<file path="config.mk">
export PLATFORM = sky130hd
export DESIGN_NAME = memctrl_initiator
export DESIGN_NICKNAME = d
export VERILOG_FILES = /design/src/rtl/memctrl_initiator.sv
export SDC_FILE = /design/constraint.sdc
export NUM_CORES = 1
export LEC_CHECK = 0
export ABC_AREA = 1
export CAP_MARGIN = 40
export CORE_AREA = 5 5 63 77
export DETAILED_ROUTE_END_ITERATION = 6
export DIE_AREA = 0 0 68 82
export GPL_ROUTABILITY_DRIVEN = 0
export GPL_TIMING_DRIVEN = 0
export PLACE_DENSITY_LB_ADDON = 0.12
export SLEW_MARGIN = 20
export SYNTH_ARGS = -nofsm -noshare
export SYNTH_HDL_FRONTEND = slang
export SYNTH_SLANG_ARGS = --single-unit
export TNS_END_PERCENT = 20
</file>
<file path="constraint.sdc">
create_clock -name CLK -period 1.95 [get_ports CLK]
set_input_delay 0.195 -clock CLK [delete_from_list [all_inputs] [get_ports CLK]]
set_output_delay 0.195 -clock CLK [all_outputs]
set_load 0.05 [all_outputs]
</file>
<file path="src/rtl/memctrl_initiator.sv">
// Single-outstanding read/write initiator driving the MEMCTRL strobe pins; reads return after RD_LAT strobed cycles.
// Requests are stalled (REQ_READY low) for the whole access, turnaround and any unconsumed response.
module memctrl_initiator #(
  parameter int ADDR_W = 16,
  parameter int DATA_W = 8,
  parameter int RD_LAT = 2,
  parameter int WR_CYC = 1,
  parameter int TURN   = 1
) (
  input  logic              CLK,
  input  logic              RST,
  input  logic              REQ_VALID,
  output logic              REQ_READY,
  input  logic              REQ_WE,
  input  logic [ADDR_W-1:0] REQ_ADDR,
  input  logic [DATA_W-1:0] REQ_WDATA,
  output logic              RSP_VALID,
  input  logic              RSP_READY,
  output logic [DATA_W-1:0] RSP_RDATA,
  output logic              BUSY,
  output logic [ADDR_W-1:0] ADDR,
  output logic              CE,
  output logic              CSB,
  output logic              WEB,
  output logic              OEB,
  output logic [DATA_W-1:0] IDATA,
  input  logic [DATA_W-1:0] ODATA
);

  localparam int MAX_AW = (RD_LAT > WR_CYC) ? RD_LAT : WR_CYC;
  localparam int MAX_C  = (MAX_AW > TURN) ? MAX_AW : TURN;
  localparam int CNT_W  = $clog2(MAX_C) + 1;

  localparam logic [CNT_W-1:0] CNT_ONE = CNT_W'(1);
  localparam logic [CNT_W-1:0] RD_LD   = CNT_W'(RD_LAT);
  localparam logic [CNT_W-1:0] WR_LD   = CNT_W'(WR_CYC);
  localparam logic [CNT_W-1:0] TURN_LD = CNT_W'(TURN);

  typedef enum logic [2:0] {S_IDLE, S_WR, S_RD, S_RSP, S_GAP} state_t;

  state_t              state_q, state_d;
  logic [CNT_W-1:0]    cnt_q, cnt_d;
  logic [ADDR_W-1:0]   addr_q, addr_d;
  logic [DATA_W-1:0]   idata_q, idata_d;
  logic [DATA_W-1:0]   rdata_q, rdata_d;
  logic                rsp_vld_q, rsp_vld_d;
  logic                ce_q, ce_d;
  logic                csb_q, csb_d;
  logic                web_q, web_d;
  logic                oeb_q, oeb_d;
  logic                req_rdy;
  logic                done;

  assign req_rdy   = (state_q == S_IDLE) && !RST;
  assign REQ_READY = req_rdy;
  assign BUSY      = (state_q != S_IDLE);
  assign RSP_VALID = rsp_vld_q;
  assign RSP_RDATA = rdata_q;
  assign ADDR      = addr_q;
  assign IDATA     = idata_q;
  assign CE        = ce_q;
  assign CSB       = csb_q;
  assign WEB       = web_q;
  assign OEB       = oeb_q;

  // Strobe flops are computed for the state being entered, so pins change on the same edge as the state.
  always_comb begin
    state_d   = state_q;
    cnt_d     = cnt_q;
    addr_d    = addr_q;
    idata_d   = idata_q;
    rdata_d   = rdata_q;
    rsp_vld_d = rsp_vld_q;
    ce_d      = 1'b0;
    csb_d     = 1'b1;
    web_d     = 1'b1;
    oeb_d     = 1'b1;
    done      = 1'b0;
    case (state_q)
      S_IDLE: begin
        if (REQ_VALID && req_rdy) begin
          addr_d  = REQ_ADDR;
          idata_d = REQ_WDATA;
          ce_d    = 1'b1;
          csb_d   = 1'b0;
          if (REQ_WE) begin
            state_d = S_WR;
            cnt_d   = WR_LD;
            web_d   = 1'b0;
          end else begin
            state_d = S_RD;
            cnt_d   = RD_LD;
            oeb_d   = 1'b0;
          end
        end
      end
      S_WR: begin
        if (cnt_q == CNT_ONE) begin
          done = 1'b1;
        end else begin
          cnt_d = cnt_q - CNT_ONE;
          ce_d  = 1'b1;
          csb_d = 1'b0;
          web_d = 1'b0;
        end
      end
      S_RD: begin
        if (cnt_q == CNT_ONE) begin
          rdata_d   = ODATA;
          rsp_vld_d = 1'b1;
          state_d   = S_RSP;
        end else begin
          cnt_d = cnt_q - CNT_ONE;
          ce_d  = 1'b1;
          csb_d = 1'b0;
          oeb_d = 1'b0;
        end
      end
      S_RSP: begin
        if (RSP_READY) begin
          rsp_vld_d = 1'b0;
          done      = 1'b1;
        end
      end
      S_GAP: begin
        if (cnt_q == CNT_ONE) state_d = S_IDLE;
        else                  cnt_d   = cnt_q - CNT_ONE;
      end
      default: state_d = S_IDLE;
    endcase
    // With no turnaround configured the access ends straight back in IDLE.
    if (done) begin
      if (TURN == 0) begin
        state_d = S_IDLE;
      end else begin
        state_d = S_GAP;
        cnt_d   = TURN_LD;
      end
    end
  end

  always_ff @(posedge CLK) begin
    if (RST) begin
      state_q   <= S_IDLE;
      cnt_q     <= '0;
      addr_q    <= '0;
      idata_q   <= '0;
      rdata_q   <= '0;
      rsp_vld_q <= 1'b0;
      ce_q      <= 1'b0;
      csb_q     <= 1'b1;
      web_q     <= 1'b1;
      oeb_q     <= 1'b1;
    end else begin
      state_q   <= state_d;
      cnt_q     <= cnt_d;
      addr_q    <= addr_d;
      idata_q   <= idata_d;
      rdata_q   <= rdata_d;
      rsp_vld_q <= rsp_vld_d;
      ce_q      <= ce_d;
      csb_q     <= csb_d;
      web_q     <= web_d;
      oeb_q     <= oeb_d;
    end
  end

  a_no_wr_rd_overlap: assert property (@(posedge CLK) disable iff (RST) !(!csb_q && !web_q && !oeb_q));

endmodule

</file>
### Word-level counts from Yosys, hierarchy flattened

Index checks and enable logic that the tools add are counted.

| word-level totals | value |
|---|---|
| flip-flop bits (word level) | 42 |
| latch bits | 0 |
| bits in writable memories | 0 |
| memory bits (read-only) | 0 |
| input bits | 37 |
| output and inout port bits | 39 |
| word-level logic and storage cells | 76 |
| memories kept | 0 |

| cells by class | value |
|---|---|
| add/sub/neg operators | 1 |
| multiply operators | 0 |
| div/mod/pow operators | 0 |
| $lt $le $gt $ge | 0 |
| eq/ne operators | 15 |
| shift operators | 0 |
| mux-type cells | 28 |
| bitwise logic cells | 1 |
| reductions and logical operators | 19 |

Operators by type and width:

| operator | number |
|---|---|
| $mux 1 | 12 |
| $mux 3 | 4 |
| $pmux 1 s2 | 6 |
| $pmux 3 s4 | 1 |
| $ne 3x3->1 const B | 3 |
| $reduce_and 3->1 | 3 |
| $mux 2 | 4 |
| $ne 2x2->1 const B | 4 |
| $reduce_and 4->1 | 2 |
| $eq 3x2->1 const B | 2 |
| $reduce_bool 3->1 | 2 |
| $reduce_or 2->1 | 3 |
| $ne 2x1->1 const B | 2 |
| $pmux 2 s2 | 1 |
| $reduce_and 2->1 | 2 |
| $reduce_bool 2->1 | 2 |
| $eq 3x1->1 const B | 1 |
| $eq 3x3->1 const B | 1 |
| $logic_not 3->1 | 1 |
| $ne 3x2->1 const B | 1 |
| $reduce_or 3->1 | 1 |
| $eq 2x1->1 const B | 1 |
| $logic_and 1x1->1 | 2 |
| $sub 2x1->2 const B | 1 |
| other kinds (2) | 2 |

### Longest topological paths before layout

| depth | value |
|---|---|
| depth in word-level cells | 6 |
| mapped depth | 11 |

### Worst setup path before layout

OpenSTA, ideal clock, no wires.

| timing | value |
|---|---|
| path kind | register -> output |
| start point | reg state_q[2] |
| end point | out REQ_READY |
| arrival time | 1584 ps |
| path slack | 171 ps |
| stages on the path, launching flop included | 6 |
| buffers on the path | 0 |
| cells stage by stage | dfxtp_1 inv_2 nand2_4 nor2_4 inv_1 nor2_1 |

| between the ends | value |
|---|---|
| longest elaborated chain between the ends | 2 |

RTL lines:

| element | line | text |
|---|---|---|
| from (decl) | 41 | `state_t state_q, state_d;` |
| from (signal assigned) | 155 | `state_q <= state_d;` |
| $logic_not 3->1 | 54 | `assign req_rdy = (state_q == S_IDLE) && !RST;` |
| $logic_and 1x1->1 | 54 |  |
| to (decl) | 13 | `output logic REQ_READY,` |

No other way between the ends.

### Worst setup path after layout

| timing | value |
|---|---|
| start point | reg state_q[2] |
| end point | out BUSY |

| between the ends | value |
|---|---|
| longest elaborated chain between the ends | 1 |

RTL lines:

| element | line | text |
|---|---|---|
| $reduce_bool 3->1 | 56 | `assign BUSY = (state_q != S_IDLE);` |
| to (decl) | 20 | `output logic BUSY,` |

No other way between the ends.

==> metrics.yaml <==
status:
  status: "complete, no violations"
floorplan:
  num_rows: 26
  num_io_pins: 76
  design.die.area_sq_um: 5576
  initial_core_util_pct: 42.12
  core-area_sq_um: 4066
  dieWidth_um: 68
  die_y_um: 82
clocking:
  cts.sinks: 42
  cts_tree: "built"
  cts_buffers: 5
  clk_pin_slew_worst_paths_ps: 80
  clockBufferDepth: 2
  holdBufCountCts: 0
  root_buffer: "clkbuf_8"
  htreeDepth: 2
  worstSkewPairLatency_ps: 290
timing:
  worst_slack_ps: 164.3
  skew_ps: 9.883
  rsz0062_at_grt: "no"
  fin_setup_tns_ps: 0
  setup_viol: 0
  tightest_slew_ps: 540.1
  maxSlewHeadroom_pct: 63.88
  drv_slew: 0
  fmax_mhz: 560.0
  fin_crit_sh_pct: 91.57
  final-hold-violation-count: 0
  period_needed_ps: 1786
synthesis:
  synthArstFlopShare_pct: 0
  synth_most_common_cell: "nand2_1"
  syn_inst: 217
  syn_area_sq_um: 1713
  yosys_warnings: 0
  synth_area_leaders: "dfxtp_1 49%, nand2_1 14%, nand3_1 8.2%, buf_6 4.6%, nor2_1 3.7%"
  synth_top_area_share_pct: 49.09
  syn_avg_cell_area_sq_um: 7.894
  synth_seq_cells: 42
  synthFlopType: "dfxtp_1"
  synth_edf_count: 0
  yosysTopAreaCell: "dfxtp_1"
  synth_mux_area_share_pct: 0
  synthAdderAreaFrac_pct: 0.7305
  yosysUniqueCellTypes: 24
  synth_top_family_by_area: "simple AND/OR/NAND/NOR gates"
  synth_compound_area_share_pct: 5.698
  yosysSeqAreaShare_pct: 49.09
  synthTopCellsByCount: "66 x nand2_1, 42 x dfxtp_1, 28 x nand3_1"
  synth_xor_area_share_pct: 0
  yosys.area_share.simple_pct: 34.92
  syn_nets: 255
job:
  max-cap-violations: 0
power:
  powerDensity_nw_per_um2: 1341
  pwr-share-seq_pct: 32.5
  ir_worst_vdd_mv: 0.7135
  switchingPower_mw: 1.587
  p_sw_share_pct: 45.45
  p_int_mw: 1.905
  leakagePower_nw: 1.199
  clkPwrFrac_pct: 15.0
  power.total_mw: 3.493
  power_frac_comb_pct: 52.5
critical_path:
  start_kind: "register"
  end_kind: "output pin"
  worst_ep_required_time_ps: 1750
  path_class: "reg2out"
  cp.arrival_ps: 1590
  crit-reg2reg-launch: "cnt_q[0]"
  critPathLaunch: "state_q[2]"
  crit_fanout: 4
place:
  placed_area_sq_um: 2534
  io_buffers: 75
  dpl_worst_slack_ps: 87.26
  hpwlAfterDp_um: 3298
  dp.cells: 348
drt:
  vias_per_cell: 4.732
  post_drt_wl_per_cell_um: 12.08
  ant_nets: 0
  drtIter0Drc: 66
  num_vias: 1680
  firstDrtPassIters: 4
  drc_errors: 0
  drt-total-wl_um: 4287
finish:
  syn_to_final_growth_pct: 52.01
  final_cell_count_no_fill: 355
  design_area_sq_um: 2604
  finalNetCount: 337
  n_antenna_cell: 0
  drive_above_1_share_pct: 10.70
worst_hold_path:
  worst_hold_path_type: "in2reg"
  hold_path_startpoint: "REQ_ADDR[13]"
grt:
  grt.total_usage_pct: 16.69
  grt_pass1_vias: 1653
  grt_pass1_wl_um: 6962
  overflow: 0
  antenna_found_initial: 0
  grt_max_degree: 12
-- registers in the layout (all words and copies together), names as in the netlist --
register / count
ADDR: 16
IDATA: 8
RSP_RDATA: 8
state_q: 3
cnt_q: 2
CE: 1
CSB: 1
OEB: 1
RSP_VALID: 1
WEB: 1
-- cell type report --
class,instances,area (sq um)
Tap cell,56,70.07
Multi-Input combinational cell,147,708.2
Sequential cell,42,840.8
Clock buffer,7,76.32
Timing Repair Buffer,75,744.5
Fill cell,359,1463
Inverter,18,72.57
Buffer,10,91.34
-- layer usage --
metal | GRT usage [%] | up-vias | routed length (um)
met2 | 28.64 | 48 | 2172
met1 | 16.76 | 768 | 1660
met3 | 7.661 | 11 | 345
li1 | - | 853 | -
met4 | 8.151 | 0 | 108
met5 | 0 | - | 0
-- critical path, cell delays in order (launching register included) --
cell,delay (ps)
dfxtp_1,430
inv_2,90
nand2_4,100
nor2_4,50
inv_1,90
dlygate4sd2_1,540
-- what timing repair did --
item,CTS,global route
setup buffers,0,0
pin swaps,0,0
setup endpoints to repair,2,1
resized for setup,2,2
cloned,0,0
-- cells by family after synthesis --
kind of cell             after synthesis
AO/OA/AOI/OAI                         18
adder cells (fa/ha/maj)                1
buffers and inverters                 28
flip-flops                            42
AND/OR/NAND/NOR                      128
-- cell usage in the layout, fill, tap and decap left out --
| master | instances |
|---|---|
| a211oi_2 | 1 |
| a21oi_1 | 4 |
| clkbuf_2 | 1 |
| inv_2 | 5 |
| inv_6 | 1 |
| clkbuf_1 | 2 |
| inv_1 | 12 |
| nand3_1 | 28 |
| nor4_1 | 1 |
| dlygate4sd2_1 | 1 |
| nor2_8 | 1 |
| nand2_1 | 66 |
| ha_1 | 1 |
| clkdlybuf4s50_1 | 73 |
| o21ai_0 | 10 |
| nand2_4 | 2 |
| o21ai_1 | 3 |
| nor3_2 | 1 |
| nand3_2 | 2 |
| buf_6 | 7 |
| nor2_1 | 17 |
| buf_1 | 2 |
| nor2_4 | 1 |
| clkbuf_8 | 5 |
| nor2_2 | 1 |
| nand2_2 | 3 |
| dfxtp_1 | 42 |
| buf_2 | 1 |
| nand4_1 | 5 |
-- path summary, 6_finish.rpt --
kind	cells after the start	slack, ps	end
max	5	160	BUSY
max reg2reg	6	610	RSP_RDATA[7]
min	3	450	ADDR[13]
min reg2reg	2	460	IDATA[1]
-- power by group through the flow --
stage | combinational, mW | sequential [mW] | clock [mW]
after floorplan | 0.811 | 1.65 | 0
after global placement | 1.85 | 1.15 | 0
after detailed placement | 1.86 | 1.16 | 0
after CTS | 1.85 | 1.14 | 0.544
after global routing | 1.98 | 1.16 | 0.595
final | 1.83 | 1.14 | 0.524
-- stage by stage --
| stage | hold slack (ps) | utilization (%) |
|---|---|---|
| 4_1_cts | 443.2 | 64.12 |
| 6_report | 447.4 | 64.03 |
| 3_3_place_gp | 446.1 | 62.31 |
| 3_5_place_dp | 452.8 | 62.31 |
| 5_1_grt | 440.2 | 64.03 |
| 2_1_floorplan | 264.1 | - |
Note: power is estimated with default switching activity, not from simulation.
